**src/rtl/hazard_if.sv**
```systemverilog
// Signal bundle between the 5-stage pipeline and its hazard controller:
// register-field and control inputs in, stall/flush/forward controls and counters out.
interface hazard_if #(
  parameter int CNT_W = 32
);
  logic [4:0]       Rs1D;
  logic [4:0]       Rs2D;
  logic [4:0]       Rs1E;
  logic [4:0]       Rs2E;
  logic [4:0]       RdE;
  logic [4:0]       RdM;
  logic [4:0]       RdW;
  logic             RegWriteM;
  logic             RegWriteW;
  logic             LoadE;
  logic             PCSrcE;
  logic             MulDivE;
  logic             MdDone;
  logic             StallF;
  logic             StallD;
  logic             StallE;
  logic             FlushD;
  logic             FlushE;
  logic             FlushM;
  logic [1:0]       ForwardAE;
  logic [1:0]       ForwardBE;
  logic             MdStart;
  logic             MdTimeout;
  logic [CNT_W-1:0] StallCnt;
  logic [CNT_W-1:0] FlushCnt;

  modport master (
    output Rs1D, Rs2D, Rs1E, Rs2E, RdE, RdM, RdW,
    output RegWriteM, RegWriteW, LoadE, PCSrcE, MulDivE, MdDone,
    input  StallF, StallD, StallE, FlushD, FlushE, FlushM,
    input  ForwardAE, ForwardBE, MdStart, MdTimeout, StallCnt, FlushCnt
  );

  modport slave (
    input  Rs1D, Rs2D, Rs1E, Rs2E, RdE, RdM, RdW,
    input  RegWriteM, RegWriteW, LoadE, PCSrcE, MulDivE, MdDone,
    output StallF, StallD, StallE, FlushD, FlushE, FlushM,
    output ForwardAE, ForwardBE, MdStart, MdTimeout, StallCnt, FlushCnt
  );
endinterface

```
**src/rtl/hazard_ctrl.sv**
```systemverilog
// Pipeline sequencing controller: load-use stalls, EX forwarding selects, branch flushes,
// multi-cycle mul/div sequencing with timeout, and saturating stall/flush counters.
module hazard_ctrl #(
  parameter int MD_TIMEOUT = 64,
  parameter int CNT_W      = 32
) (
  input  logic     clk,
  input  logic     reset,
  hazard_if.slave  hz
);

  localparam int            TW   = $clog2(MD_TIMEOUT);
  localparam logic [TW-1:0] TMAX = TW'(MD_TIMEOUT - 1);

  typedef enum logic [0:0] {
    IDLE    = 1'b0,
    MD_BUSY = 1'b1
  } state_t;

  state_t           state_r;
  state_t           state_nxt_s;
  logic [TW-1:0]    md_cnt_r;
  logic             md_timeout_r;
  logic [CNT_W-1:0] stall_cnt_r;
  logic [CNT_W-1:0] flush_cnt_r;

  logic             lw_stall_s;
  logic             stall_fd_s;
  logic             stall_e_s;
  logic             flush_d_s;
  logic             flush_e_s;
  logic             flush_m_s;
  logic             md_start_s;
  logic             md_to_s;

  // MEM result has priority over WB since it is the younger producer
  function automatic logic [1:0] fwd_sel(input logic [4:0] rs, input logic rw_m,
                                         input logic [4:0] rd_m, input logic rw_w,
                                         input logic [4:0] rd_w);
    logic [1:0] sel;
    if (rw_m && (rd_m != 5'd0) && (rd_m == rs)) begin
      sel = 2'b10;
    end else if (rw_w && (rd_w != 5'd0) && (rd_w == rs)) begin
      sel = 2'b01;
    end else begin
      sel = 2'b00;
    end
    return sel;
  endfunction

  function automatic logic [CNT_W-1:0] sat_inc(input logic [CNT_W-1:0] v, input logic en);
    logic [CNT_W-1:0] r;
    if (en && (v != {CNT_W{1'b1}})) begin
      r = v + CNT_W'(1);
    end else begin
      r = v;
    end
    return r;
  endfunction

  assign lw_stall_s = hz.LoadE && (hz.RdE != 5'd0) &&
                      ((hz.RdE == hz.Rs1D) || (hz.RdE == hz.Rs2D));

  // Next-state and raw control decode; reset forcing is applied at the outputs
  always_comb begin
    state_nxt_s = state_r;
    stall_fd_s  = 1'b0;
    stall_e_s   = 1'b0;
    flush_d_s   = 1'b0;
    flush_e_s   = 1'b0;
    flush_m_s   = 1'b0;
    md_start_s  = 1'b0;
    md_to_s     = 1'b0;
    case (state_r)
      IDLE: begin
        if (hz.MulDivE) begin
          md_start_s  = 1'b1;
          stall_fd_s  = 1'b1;
          stall_e_s   = 1'b1;
          flush_m_s   = 1'b1;
          state_nxt_s = MD_BUSY;
        end else begin
          stall_fd_s  = lw_stall_s;
          flush_e_s   = lw_stall_s || hz.PCSrcE;
          flush_d_s   = hz.PCSrcE;
          state_nxt_s = IDLE;
        end
      end
      MD_BUSY: begin
        stall_fd_s = 1'b1;
        stall_e_s  = 1'b1;
        flush_m_s  = 1'b1;
        // a done pulse in the last allowed cycle still counts as success
        if (hz.MdDone) begin
          state_nxt_s = IDLE;
        end else if (md_cnt_r == TMAX) begin
          md_to_s     = 1'b1;
          state_nxt_s = IDLE;
        end else begin
          state_nxt_s = MD_BUSY;
        end
      end
      default: begin
        state_nxt_s = IDLE;
      end
    endcase
  end

  // State, busy-cycle counter, sticky timeout flag and performance counters
  always_ff @(posedge clk) begin
    if (!reset) begin
      state_r      <= IDLE;
      md_cnt_r     <= '0;
      md_timeout_r <= 1'b0;
      stall_cnt_r  <= '0;
      flush_cnt_r  <= '0;
    end else begin
      state_r      <= state_nxt_s;
      md_timeout_r <= md_timeout_r | md_to_s;
      stall_cnt_r  <= sat_inc(stall_cnt_r, stall_fd_s);
      flush_cnt_r  <= sat_inc(flush_cnt_r, flush_d_s);
      if (state_r == MD_BUSY) begin
        md_cnt_r <= md_cnt_r + TW'(1);
      end else begin
        md_cnt_r <= '0;
      end
    end
  end

  assign hz.StallF    = reset & stall_fd_s;
  assign hz.StallD    = reset & stall_fd_s;
  assign hz.StallE    = reset & stall_e_s;
  assign hz.FlushD    = ~reset | flush_d_s;
  assign hz.FlushE    = ~reset | flush_e_s;
  assign hz.FlushM    = ~reset | flush_m_s;
  assign hz.MdStart   = reset & md_start_s;
  assign hz.ForwardAE = reset ? fwd_sel(hz.Rs1E, hz.RegWriteM, hz.RdM, hz.RegWriteW, hz.RdW) : 2'b00;
  assign hz.ForwardBE = reset ? fwd_sel(hz.Rs2E, hz.RegWriteM, hz.RdM, hz.RegWriteW, hz.RdW) : 2'b00;
  assign hz.MdTimeout = md_timeout_r;
  assign hz.StallCnt  = stall_cnt_r;
  assign hz.FlushCnt  = flush_cnt_r;

endmodule

```
**src/flat_wrapper.sv**
```systemverilog
// flat-port wrapper written by rule: the top's interface ports become plain ports
module hazard_ctrl_flat 
#(
  parameter int MD_TIMEOUT = 64,
  parameter int CNT_W      = 32
)
  (clk, reset, hz_Rs1D, hz_Rs2D, hz_Rs1E, hz_Rs2E, hz_RdE, hz_RdM, hz_RdW, hz_RegWriteM, hz_RegWriteW, hz_LoadE, hz_PCSrcE, hz_MulDivE, hz_MdDone, hz_StallF, hz_StallD, hz_StallE, hz_FlushD, hz_FlushE, hz_FlushM, hz_ForwardAE, hz_ForwardBE, hz_MdStart, hz_MdTimeout, hz_StallCnt, hz_FlushCnt);
  hazard_if #(.CNT_W(CNT_W)) hz_i ();
  input  logic clk;
  input  logic reset;
  input wire logic [$bits(hz_i.Rs1D)-1:0] hz_Rs1D;
  input wire logic [$bits(hz_i.Rs2D)-1:0] hz_Rs2D;
  input wire logic [$bits(hz_i.Rs1E)-1:0] hz_Rs1E;
  input wire logic [$bits(hz_i.Rs2E)-1:0] hz_Rs2E;
  input wire logic [$bits(hz_i.RdE)-1:0] hz_RdE;
  input wire logic [$bits(hz_i.RdM)-1:0] hz_RdM;
  input wire logic [$bits(hz_i.RdW)-1:0] hz_RdW;
  input wire logic [$bits(hz_i.RegWriteM)-1:0] hz_RegWriteM;
  input wire logic [$bits(hz_i.RegWriteW)-1:0] hz_RegWriteW;
  input wire logic [$bits(hz_i.LoadE)-1:0] hz_LoadE;
  input wire logic [$bits(hz_i.PCSrcE)-1:0] hz_PCSrcE;
  input wire logic [$bits(hz_i.MulDivE)-1:0] hz_MulDivE;
  input wire logic [$bits(hz_i.MdDone)-1:0] hz_MdDone;
  output wire logic [$bits(hz_i.StallF)-1:0] hz_StallF;
  output wire logic [$bits(hz_i.StallD)-1:0] hz_StallD;
  output wire logic [$bits(hz_i.StallE)-1:0] hz_StallE;
  output wire logic [$bits(hz_i.FlushD)-1:0] hz_FlushD;
  output wire logic [$bits(hz_i.FlushE)-1:0] hz_FlushE;
  output wire logic [$bits(hz_i.FlushM)-1:0] hz_FlushM;
  output wire logic [$bits(hz_i.ForwardAE)-1:0] hz_ForwardAE;
  output wire logic [$bits(hz_i.ForwardBE)-1:0] hz_ForwardBE;
  output wire logic [$bits(hz_i.MdStart)-1:0] hz_MdStart;
  output wire logic [$bits(hz_i.MdTimeout)-1:0] hz_MdTimeout;
  output wire logic [$bits(hz_i.StallCnt)-1:0] hz_StallCnt;
  output wire logic [$bits(hz_i.FlushCnt)-1:0] hz_FlushCnt;
  assign hz_i.Rs1D = hz_Rs1D;
  assign hz_i.Rs2D = hz_Rs2D;
  assign hz_i.Rs1E = hz_Rs1E;
  assign hz_i.Rs2E = hz_Rs2E;
  assign hz_i.RdE = hz_RdE;
  assign hz_i.RdM = hz_RdM;
  assign hz_i.RdW = hz_RdW;
  assign hz_i.RegWriteM = hz_RegWriteM;
  assign hz_i.RegWriteW = hz_RegWriteW;
  assign hz_i.LoadE = hz_LoadE;
  assign hz_i.PCSrcE = hz_PCSrcE;
  assign hz_i.MulDivE = hz_MulDivE;
  assign hz_i.MdDone = hz_MdDone;
  assign hz_StallF = hz_i.StallF;
  assign hz_StallD = hz_i.StallD;
  assign hz_StallE = hz_i.StallE;
  assign hz_FlushD = hz_i.FlushD;
  assign hz_FlushE = hz_i.FlushE;
  assign hz_FlushM = hz_i.FlushM;
  assign hz_ForwardAE = hz_i.ForwardAE;
  assign hz_ForwardBE = hz_i.ForwardBE;
  assign hz_MdStart = hz_i.MdStart;
  assign hz_MdTimeout = hz_i.MdTimeout;
  assign hz_StallCnt = hz_i.StallCnt;
  assign hz_FlushCnt = hz_i.FlushCnt;
  hazard_ctrl #(.MD_TIMEOUT(MD_TIMEOUT), .CNT_W(CNT_W)) u_core (.clk(clk), .reset(reset), .hz(hz_i));
endmodule
```
**config.mk**
```make
export PLATFORM = sky130hd
export DESIGN_NAME = hazard_ctrl_flat
export DESIGN_NICKNAME = d
export VERILOG_FILES = /design/src/rtl/hazard_if.sv /design/src/rtl/hazard_ctrl.sv /design/src/flat_wrapper.sv
export SDC_FILE = /design/constraint.sdc
export NUM_CORES = 1
export LEC_CHECK = 0
export BUFFER_PORTS_ARGS = -buffer_cell sky130_fd_sc_hd__buf_2
export CAP_MARGIN = 5
export CORE_MARGIN = 1.5
export CORE_UTILIZATION = 30
export CTS_CLUSTER_SIZE = 16
export DETAILED_ROUTE_END_ITERATION = 16
export GPL_ROUTABILITY_DRIVEN = 1
export PLACE_DENSITY = 0.5
export SETUP_SLACK_MARGIN = 0.4
export SYNTH_ARGS = -nofsm -noshare
export SYNTH_HDL_FRONTEND = slang
export SYNTH_SLANG_ARGS = --single-unit
```
**constraint.sdc**
```tcl
create_clock -name clk -period 2.15 [get_ports clk]
set_input_delay 0.43 -clock clk [delete_from_list [all_inputs] [get_ports clk]]
set_output_delay 0.43 -clock clk [all_outputs]
set_load 0.03 [all_outputs]
```
==> out/qor.json, run 1 <==
{
  "most_numerous_cell_in_the_yosys_netlist": "sky130_fd_sc_hd__dfxtp_1",
  "worst-r2r-setup-slack_ns": 0.21,
  "ff2ff_path_depth": 8,
  "dr_iter_0_viols": 159,
  "postSynthRegisterBits": 72,
  "synthesis.instances": 467,
  "fp.dieW_um": 118,
  "worst_hold_path_type": "primary input to flop",
  "final_layout_size_suffix_gt1_frac": 0.572,
  "ys_async_sr_fraction": 0,
  "average_wire_per_standard_cell_um": 15.2,
  "crit_fanout": 2,
  "pre_cts_ws_ns": -0.136,
  "synth-edff-count": 0,
  "mappedNetlistNets": 513,
  "synthFlopType": "sky130_fd_sc_hd__dfxtp_1",
  "area_of_the_die_mm2": 0.0140,
  "rsz0062_at_grt": "yes",
  "finClkSkew_ns": 0.00588,
  "fp.dieH_um": 118,
  "viasPerCell": 5.06,
  "leakage_power_nw": 2.79,
  "std_cell_rows": 41,
  "fin_util": 0.536,
  "grt_max_degree": 32,
  "grt_pass1_wl_um": 19900,
  "timing_worst_slew_pin_value_ns": 0.368,
  "min_period_ns": 2.19,
  "portBuffers": 118,
  "gp_congestion": 0.814,
  "setup-tns-final_ns": -0.136,
  "timing.slew.headroom": 0.755,
  "hp-start": "hz_MdDone",
  "p_int_mw": 2.80,
  "timing_max_transition_violations_final": 0,
  "synth_top_area_share": 0.361,
  "cts-root-to-sink-buffers": 2,
  "finalHoldViolCount": 0,
  "drv.max_cap_violation_count": 0,
  "critPathArrivalTime_ns": 1.76,
  "grt_pass1_vias": 4064,
  "setup_viol": 5,
  "clk_pin_slew_ns": 0.05,
  "design.core.area_mm2": 0.0128,
  "ys_top_cells_by_area": "sky130_fd_sc_hd__dfxtp_1 36%, sky130_fd_sc_hd__xor2_1 7.7%, sky130_fd_sc_hd__xnor2_1 5.7%, sky130_fd_sc_hd__nor2_1 4.0%, sky130_fd_sc_hd__nand3_1 4.0%",
  "tritoncts.num_buffers": 9,
  "reg_to_reg_endpoint": "u_core.hz.StallCnt[17]",
  "reg2reg_from": "u_core.hz.StallCnt[8]",
  "critical_path.startpoint_type": "primary input",
  "ir_drop_mv": 0.396,
  "share_comb_of_total_power": 0.153,
  "layout.cell_area.non_filler_mm2": 0.00684,
  "detail-route-antenna-nets": 0,
  "synthesis.area_mm2": 0.00399,
  "htree_levels": 3,
  "clock-sinks": 72,
  "dpl-instance-area_mm2": 0.00521,
  "synth.largest_area_cell": "sky130_fd_sc_hd__dfxtp_1",
  "netlist-cell-type-count": 54,
  "outcome": "complete, but fails checks",
  "yosys-top-cells-count": "72 x sky130_fd_sc_hd__dfxtp_1, 43 x sky130_fd_sc_hd__nor2_1, 35 x sky130_fd_sc_hd__xor2_1, 32 x sky130_fd_sc_hd__nand2_1, 32 x sky130_fd_sc_hd__nand3_1",
  "hold_end": "u_core.state_r",
  "synth-seq-area-share": 0.361,
  "end_kind": "output port",
  "pwr-share-clk": 0.480,
  "detail_route.first_pass.iterations": 4,
  "fin_total_pwr_mw": 3.68,
  "antenna_found_initial": 0,
  "final_min_period_over_clock_period": 1.02,
  "antenna_cells": 0,
  "initial_cell_density_of_the_core": 0.312,
  "switching_power_mw": 0.885,
  "max_freq_mhz": 457,
  "grt_overflow": 0,
  "postLayoutSetupSlackWorst_ns": -0.0387,
  "timing.setup.critical_path_class": "primary input to output port",
  "finalNetCount": 731,
  "worstSkewPairLatency_ns": 0.33,
  "pwr-share-seq": 0.367,
  "grt.total_usage": 0.174,
  "cts_tree": "built",
  "hpwlAfterDp_um": 8500,
  "timing.critical_path.required_ns": 1.72,
  "drt-total-wl_um": 13100,
  "violations": "setup timing",
  "ioPinCount": 119,
  "cts_hold_repair.buffers": 0,
  "hold_depth": 3,
  "syn_avg_cell_area_um2": 8.54,
  "dr_total_vias": 4364,
  "p_sw_frac": 0.240,
  "flow.area_growth_from_synthesis_pct": 71.5,
  "clk_root_buffer_cell": "sky130_fd_sc_hd__clkbuf_16",
  "post-route-drc-count": 0,
  "cellPowerDensity_mw_per_mm2": 538,
  "yosys_warnings": 0
}
==> area by class of cell <==
cell class	instances	area (µm²)
inverter	10	37.5
clock buffer	12	289
sequential	72	1540
tap	172	215
multi-input combinational	369	3030
timing repair buffer	223	1660
fill	1177	5930
clock inverter	4	70.1
==> registers in the layout, summed over array words and instances, names as in the netlist <==
signal,flops
u_core.hz.FlushCnt,32
u_core.hz.MdTimeout,1
u_core.hz.StallCnt,32
u_core.md_cnt_r,6
u_core.state_r,1
==> critical path, cell delays in order <==
cell                      delay, ns
sky130_fd_sc_hd__buf_6         0.09
sky130_fd_sc_hd__or4_4         0.53
sky130_fd_sc_hd__o21ai_4       0.17
sky130_fd_sc_hd__buf_4         0.14
sky130_fd_sc_hd__nor4_4        0.04
sky130_fd_sc_hd__nor4_4        0.15
sky130_fd_sc_hd__buf_4         0.20
==> power groups by stage <==
stage	registers (mW)	logic, mW	clock network, mW
final	1.35	0.563	1.77
after global routing	1.35	0.602	1.87
after CTS	1.36	0.485	1.82
after detailed placement	1.39	0.386	0
after global placement	1.39	0.381	0
after floorplan	1.41	0.207	0
==> placed cells by master (no fill, tap or decap), types with 11 or more instances in the layout <==
cell,n
sky130_fd_sc_hd__buf_2,104
sky130_fd_sc_hd__buf_4,75
sky130_fd_sc_hd__nor2_1,39
sky130_fd_sc_hd__xor2_1,35
sky130_fd_sc_hd__dfxtp_2,34
sky130_fd_sc_hd__buf_6,33
sky130_fd_sc_hd__nand2_1,29
sky130_fd_sc_hd__nand4_1,24
sky130_fd_sc_hd__xnor2_1,22
sky130_fd_sc_hd__dfxtp_1,22
sky130_fd_sc_hd__nand3_1,19
sky130_fd_sc_hd__a21oi_1,17
sky130_fd_sc_hd__dfxtp_4,16
sky130_fd_sc_hd__clkbuf_16,13
sky130_fd_sc_hd__or3_1,12
sky130_fd_sc_hd__nand3_2,11
sky130_fd_sc_hd__o21ai_0,11
==> worst max path at each step <==
stage	start	end	slack [ns]	cells after the start
floorplan	hz_RdE[0]	hz_StallF	-0.15	7
global placement	hz_RdE[0]	hz_StallD	-0.1	7
detailed placement	hz_RdE[4]	u_core.hz.StallCnt[17]	-0.14	8
CTS	hz_RdM[0]	hz_ForwardBE[0]	-0.05	7
global route	hz_RdM[0]	hz_ForwardAE[0]	-0.1	6
finish	hz_RdM[0]	hz_ForwardBE[0]	-0.04	7
==> layer usage <==
| metal | track usage | vias up | part of all wire |
|---|---|---|---|
| li1 | - | 2145 | - |
| met5 | 0 | - | 0 |
| met4 | 0.0579 | 0 | 0.019 |
| met3 | 0.0391 | 18 | 0.051 |
| met2 | 0.290 | 115 | 0.49 |
| met1 | 0.220 | 2086 | 0.44 |
==> stage by stage <==
step / instances / hold WS (ns)
final: 862 / 0.427
after CTS: 828 / 0.422
after floorplan: 467 / 0.413
after global routing: 862 / 0.437
after global placement: 779 / 0.431
after detailed placement: 779 / 0.453
==> repair_timing <==
action,4_1_cts,5_1_grt
endpoints found under the hold margin,0,0
resized for setup,95,72
cloned,1,3
pin swaps,51,70
endpoints found under the setup margin,65,71
setup buffers,32,31
==> cells by family (layout without fill, tap and decap cells) <==
family / count (synthesis) / in the layout / synth area share
simple gates: 223 / 224 / 0.324
compound gates: 74 / 75 / 0.117
flops: 72 / 72 / 0.361
xor+xnor: 61 / 61 / 0.134
buf+inv: 28 / 249 / 0.0395
mux: 6 / 6 / 0.0151
fa+ha+maj: 3 / 3 / 0.00941
Power figures use the tool's default switching activity.
==> run 2, diff against run 1 <==
- CORE_UTILIZATION: 30 -> 47
- PLACE_DENSITY: 0.5 -> 0.74
==> out/qor.json, run 2 (same netlist as run 1, synthesis figures left out) <==
{
  "antenna_found_initial": {"value": 0, "change": "unchanged"},
  "drv.max_cap_violation_count": {"value": 0, "change": "unchanged"},
  "portBuffers": {"value": 118, "change": "unchanged"},
  "layout.cells.most_common": "sky130_fd_sc_hd__buf_2",
  "timing.critical_path.required": {"value": 2.42, "unit": "ns", "change": "+0.70 ns"},
  "critical_path.startpoint_type": "primary input",
  "ioPinCount": {"value": 119, "change": "unchanged"},
  "switching_power": {"value": 0.898, "unit": "mW", "change": "+1.6%"},
  "clock-sinks": {"value": 72, "change": "unchanged"},
  "drt-total-wl": {"value": 14400, "unit": "µm", "change": "+9.6%"},
  "leakage_power": {"value": 2.64, "unit": "nW", "change": "-5.2%"},
  "hold_end": "u_core.state_r",
  "viasPerCell": {"value": 5.92, "change": "+17%"},
  "finClkSkew": {"value": 0.0151, "unit": "ns", "change": "+0.00921 ns"},
  "ir_drop": {"value": 0.307, "unit": "mV", "change": "-22%"},
  "dr_total_vias": {"value": 4561, "change": "+4.5%"},
  "final_min_period_over_clock_period": {"value": 1.03, "change": "+0.0128"},
  "pwr-share-seq": {"value": 0.430, "change": "+0.063"},
  "hp-start": "hz_MdDone",
  "crit_fanout": {"value": 7, "change": "+5"},
  "number_of_placed_instances_taps_included": {"value": 702, "change": "-9.9%"},
  "fp.dieW": {"value": 95.1, "unit": "µm", "change": "-20%"},
  "finalNetCount": {"value": 706, "change": "-3.4%"},
  "initial_cell_density_of_the_core": {"value": 0.486, "change": "+0.173"},
  "fin_hold_ws": {"value": 0.439, "unit": "ns", "change": "+0.0124 ns"},
  "fillers": {"value": 506, "change": "-57%"},
  "rsz0062_at_grt": "yes",
  "fin_total_pwr": {"value": 3.13, "unit": "mW", "change": "-15%"},
  "critPathArrivalTime": {"value": 2.48, "unit": "ns", "change": "+0.72 ns"},
  "cellPowerDensity": {"value": 479, "unit": "mW/mm²", "change": "-11%"},
  "design.core.area": {"value": 0.00822, "unit": "mm²", "change": "-36%"},
  "outcome": "complete, but fails checks",
  "max_freq": {"value": 451, "unit": "MHz", "change": "-1.2%"},
  "average_wire_per_standard_cell": {"value": 18.7, "unit": "µm", "change": "+23%"},
  "grt.total_usage": {"value": 0.279, "change": "+0.105"},
  "gp_congestion": {"value": 0.869, "change": "+6.7%"},
  "cts_hold_repair.buffers": {"value": 0, "change": "unchanged"},
  "fp.dieH": {"value": 95.1, "unit": "µm", "change": "-20%"},
  "std_cell_rows": {"value": 33, "change": "-20%"},
  "share_comb_of_total_power": {"value": 0.196, "change": "+0.043"},
  "reg2reg_from": "u_core.hz.StallCnt[15]",
  "worst_hold_path_type": "primary input to flop",
  "area_of_the_die": {"value": 0.00905, "unit": "mm²", "change": "-35%"},
  "post-route-drc-count": {"value": 0, "change": "unchanged"},
  "min_period": {"value": 2.22, "unit": "ns", "change": "+0.0276 ns"},
  "grt_pass1_wl": {"value": 19900, "unit": "µm", "change": "-0.14%"},
  "clk_root_buffer_cell": "sky130_fd_sc_hd__clkbuf_8",
  "setup_viol": {"value": 3, "change": "-2"},
  "p_sw_frac": {"value": 0.287, "change": "+0.0469"},
  "timing_max_transition_violations_final": {"value": 0, "change": "unchanged"},
  "postLayoutSetupSlackWorst": {"value": -0.0664, "unit": "ns", "change": "-0.0276 ns"},
  "mostFrequentLayoutCells": "100 x sky130_fd_sc_hd__buf_2, 55 x sky130_fd_sc_hd__buf_4, 38 x sky130_fd_sc_hd__nor2_1",
  "detail-route-antenna-nets": {"value": 0, "change": "unchanged"},
  "tritoncts.num_buffers": {"value": 9, "change": "unchanged"},
  "final_layout_size_suffix_gt1_frac": {"value": 0.577, "change": "+0.00498"},
  "worstSkewPairLatency": {"value": 0.35, "unit": "ns", "change": "+0.02 ns"},
  "finalHoldViolCount": {"value": 0, "change": "unchanged"},
  "dr_iter_0_viols": {"value": 201, "change": "+26%"},
  "reg_to_reg_endpoint": "u_core.hz.StallCnt[30]",
  "fin_util": {"value": 0.794, "change": "+0.258"},
  "flow.area_growth_from_synthesis_pct": 63.5,
  "cts-root-to-sink-buffers": {"value": 2, "change": "unchanged"},
  "clk_pin_slew": {"value": 0.09, "unit": "ns", "change": "+0.04 ns"},
  "hpwlAfterDp": {"value": 8040, "unit": "µm", "change": "-5.4%"},
  "p_int": {"value": 2.23, "unit": "mW", "change": "-20%"},
  "hold_depth": {"value": 3, "change": "unchanged"},
  "grt_overflow": {"value": 0, "change": "unchanged"},
  "grt_max_degree": {"value": 32, "change": "unchanged"},
  "antenna_cells": {"value": 0, "change": "unchanged"},
  "timing_worst_slew_pin_value": {"value": 0.455, "unit": "ns", "change": "+0.0872 ns"},
  "violations": "setup timing",
  "worst-r2r-setup-slack": {"value": 0.01, "unit": "ns", "change": "-0.20 ns"},
  "end_kind": "flop",
  "pwr-share-clk": {"value": 0.373, "change": "-0.107"},
  "timing.setup.critical_path_class": "primary input to flop",
  "timing.slew.headroom": {"value": 0.694, "change": "-0.0605"},
  "cts_tree": "built",
  "ff2ff_path_depth": {"value": 6, "change": "-2"},
  "grt_pass1_vias": {"value": 4251, "change": "+4.6%"},
  "layoutNonFillerInstCount": {"value": 770, "change": "-11%"},
  "htree_levels": {"value": 3, "change": "unchanged"},
  "detail_route.first_pass.iterations": {"value": 5, "change": "+1"},
  "setup-tns-final": {"value": -0.116, "unit": "ns", "change": "+0.0205 ns"}
}
## run 2: metrics by stage
stage,cell area (µm²),setup WS (ns)
2_1_floorplan,4240,-0.149
3_5_place_dp,5040,-0.102
5_1_grt,6520,-0.110
4_1_cts,5990,-0.0515
3_3_place_gp,5040,-0.0919
6_report,6520,-0.0664
## run 2: how the worst max path moves through the flow
stage,startpoint,to,slack (ns),depth (start not counted)
floorplan,hz_RdE[0],hz_StallF,-0.15,7
CTS,hz_RdM[0],hz_ForwardAE[0],-0.05,6
global route,u_core.hz.StallCnt[15],u_core.hz.StallCnt[30],-0.11,6
global placement,hz_RdE[0],hz_StallD,-0.09,6
detailed placement,hz_RdE[0],hz_StallD,-0.10,6
finish,hz_Rs1D[0],u_core.hz.StallCnt[30],-0.07,11
## run 2: layout make-up
cell class | instances | area (µm²) | share of cell area
Tap cell | 105 | 131 | 0.0201
Sequential cell | 72 | 1550 | 0.238
Clock inverter | 6 | 65.1 | 0.00997
Inverter | 10 | 41.3 | 0.00633
Multi-Input combinational cell | 368 | 3110 | 0.476
Timing Repair Buffer | 199 | 1480 | 0.227
Clock buffer | 10 | 149 | 0.0228
## run 2: timing repair
action	CTS	global route
pin swaps	45	70
gates resized for setup	106	90
setup buffers	29	20
gates cloned	3	0
endpoints found under the setup margin	68	73
## run 2: critical path, cell delays in order
cell                       delay (ns)
sky130_fd_sc_hd__buf_2           0.13
sky130_fd_sc_hd__xnor2_2         0.25
sky130_fd_sc_hd__nand3_2         0.16
sky130_fd_sc_hd__o22ai_4         0.23
sky130_fd_sc_hd__a21boi_4        0.10
sky130_fd_sc_hd__buf_6           0.12
sky130_fd_sc_hd__buf_6           0.10
sky130_fd_sc_hd__buf_6           0.12
sky130_fd_sc_hd__buf_12          0.13
sky130_fd_sc_hd__or4_4           0.50
sky130_fd_sc_hd__a21oi_1         0.19
## run 2: metal layers
layer | vias to the layer above | part of all wire | track usage | wire (µm)
met3 | 47 | 0.065 | 0.0662 | 941
met1 | 2213 | 0.38 | 0.328 | 5460
met2 | 211 | 0.52 | 0.489 | 7540
met5 | - | 0 | 0 | 0
li1 | 2090 | - | - | -
met4 | 0 | 0.031 | 0.101 | 446
## run 2: power groups by stage
| stage | Sequential [mW] | Clock [mW] | Combinational, mW |
|---|---|---|---|
| floorplan | 1.41 | 0 | 0.207 |
| global placement | 1.39 | 0 | 0.352 |
| detailed placement | 1.39 | 0 | 0.361 |
| CTS | 1.35 | 1.17 | 0.521 |
| global route | 1.35 | 1.23 | 0.643 |
| finish | 1.35 | 1.17 | 0.614 |
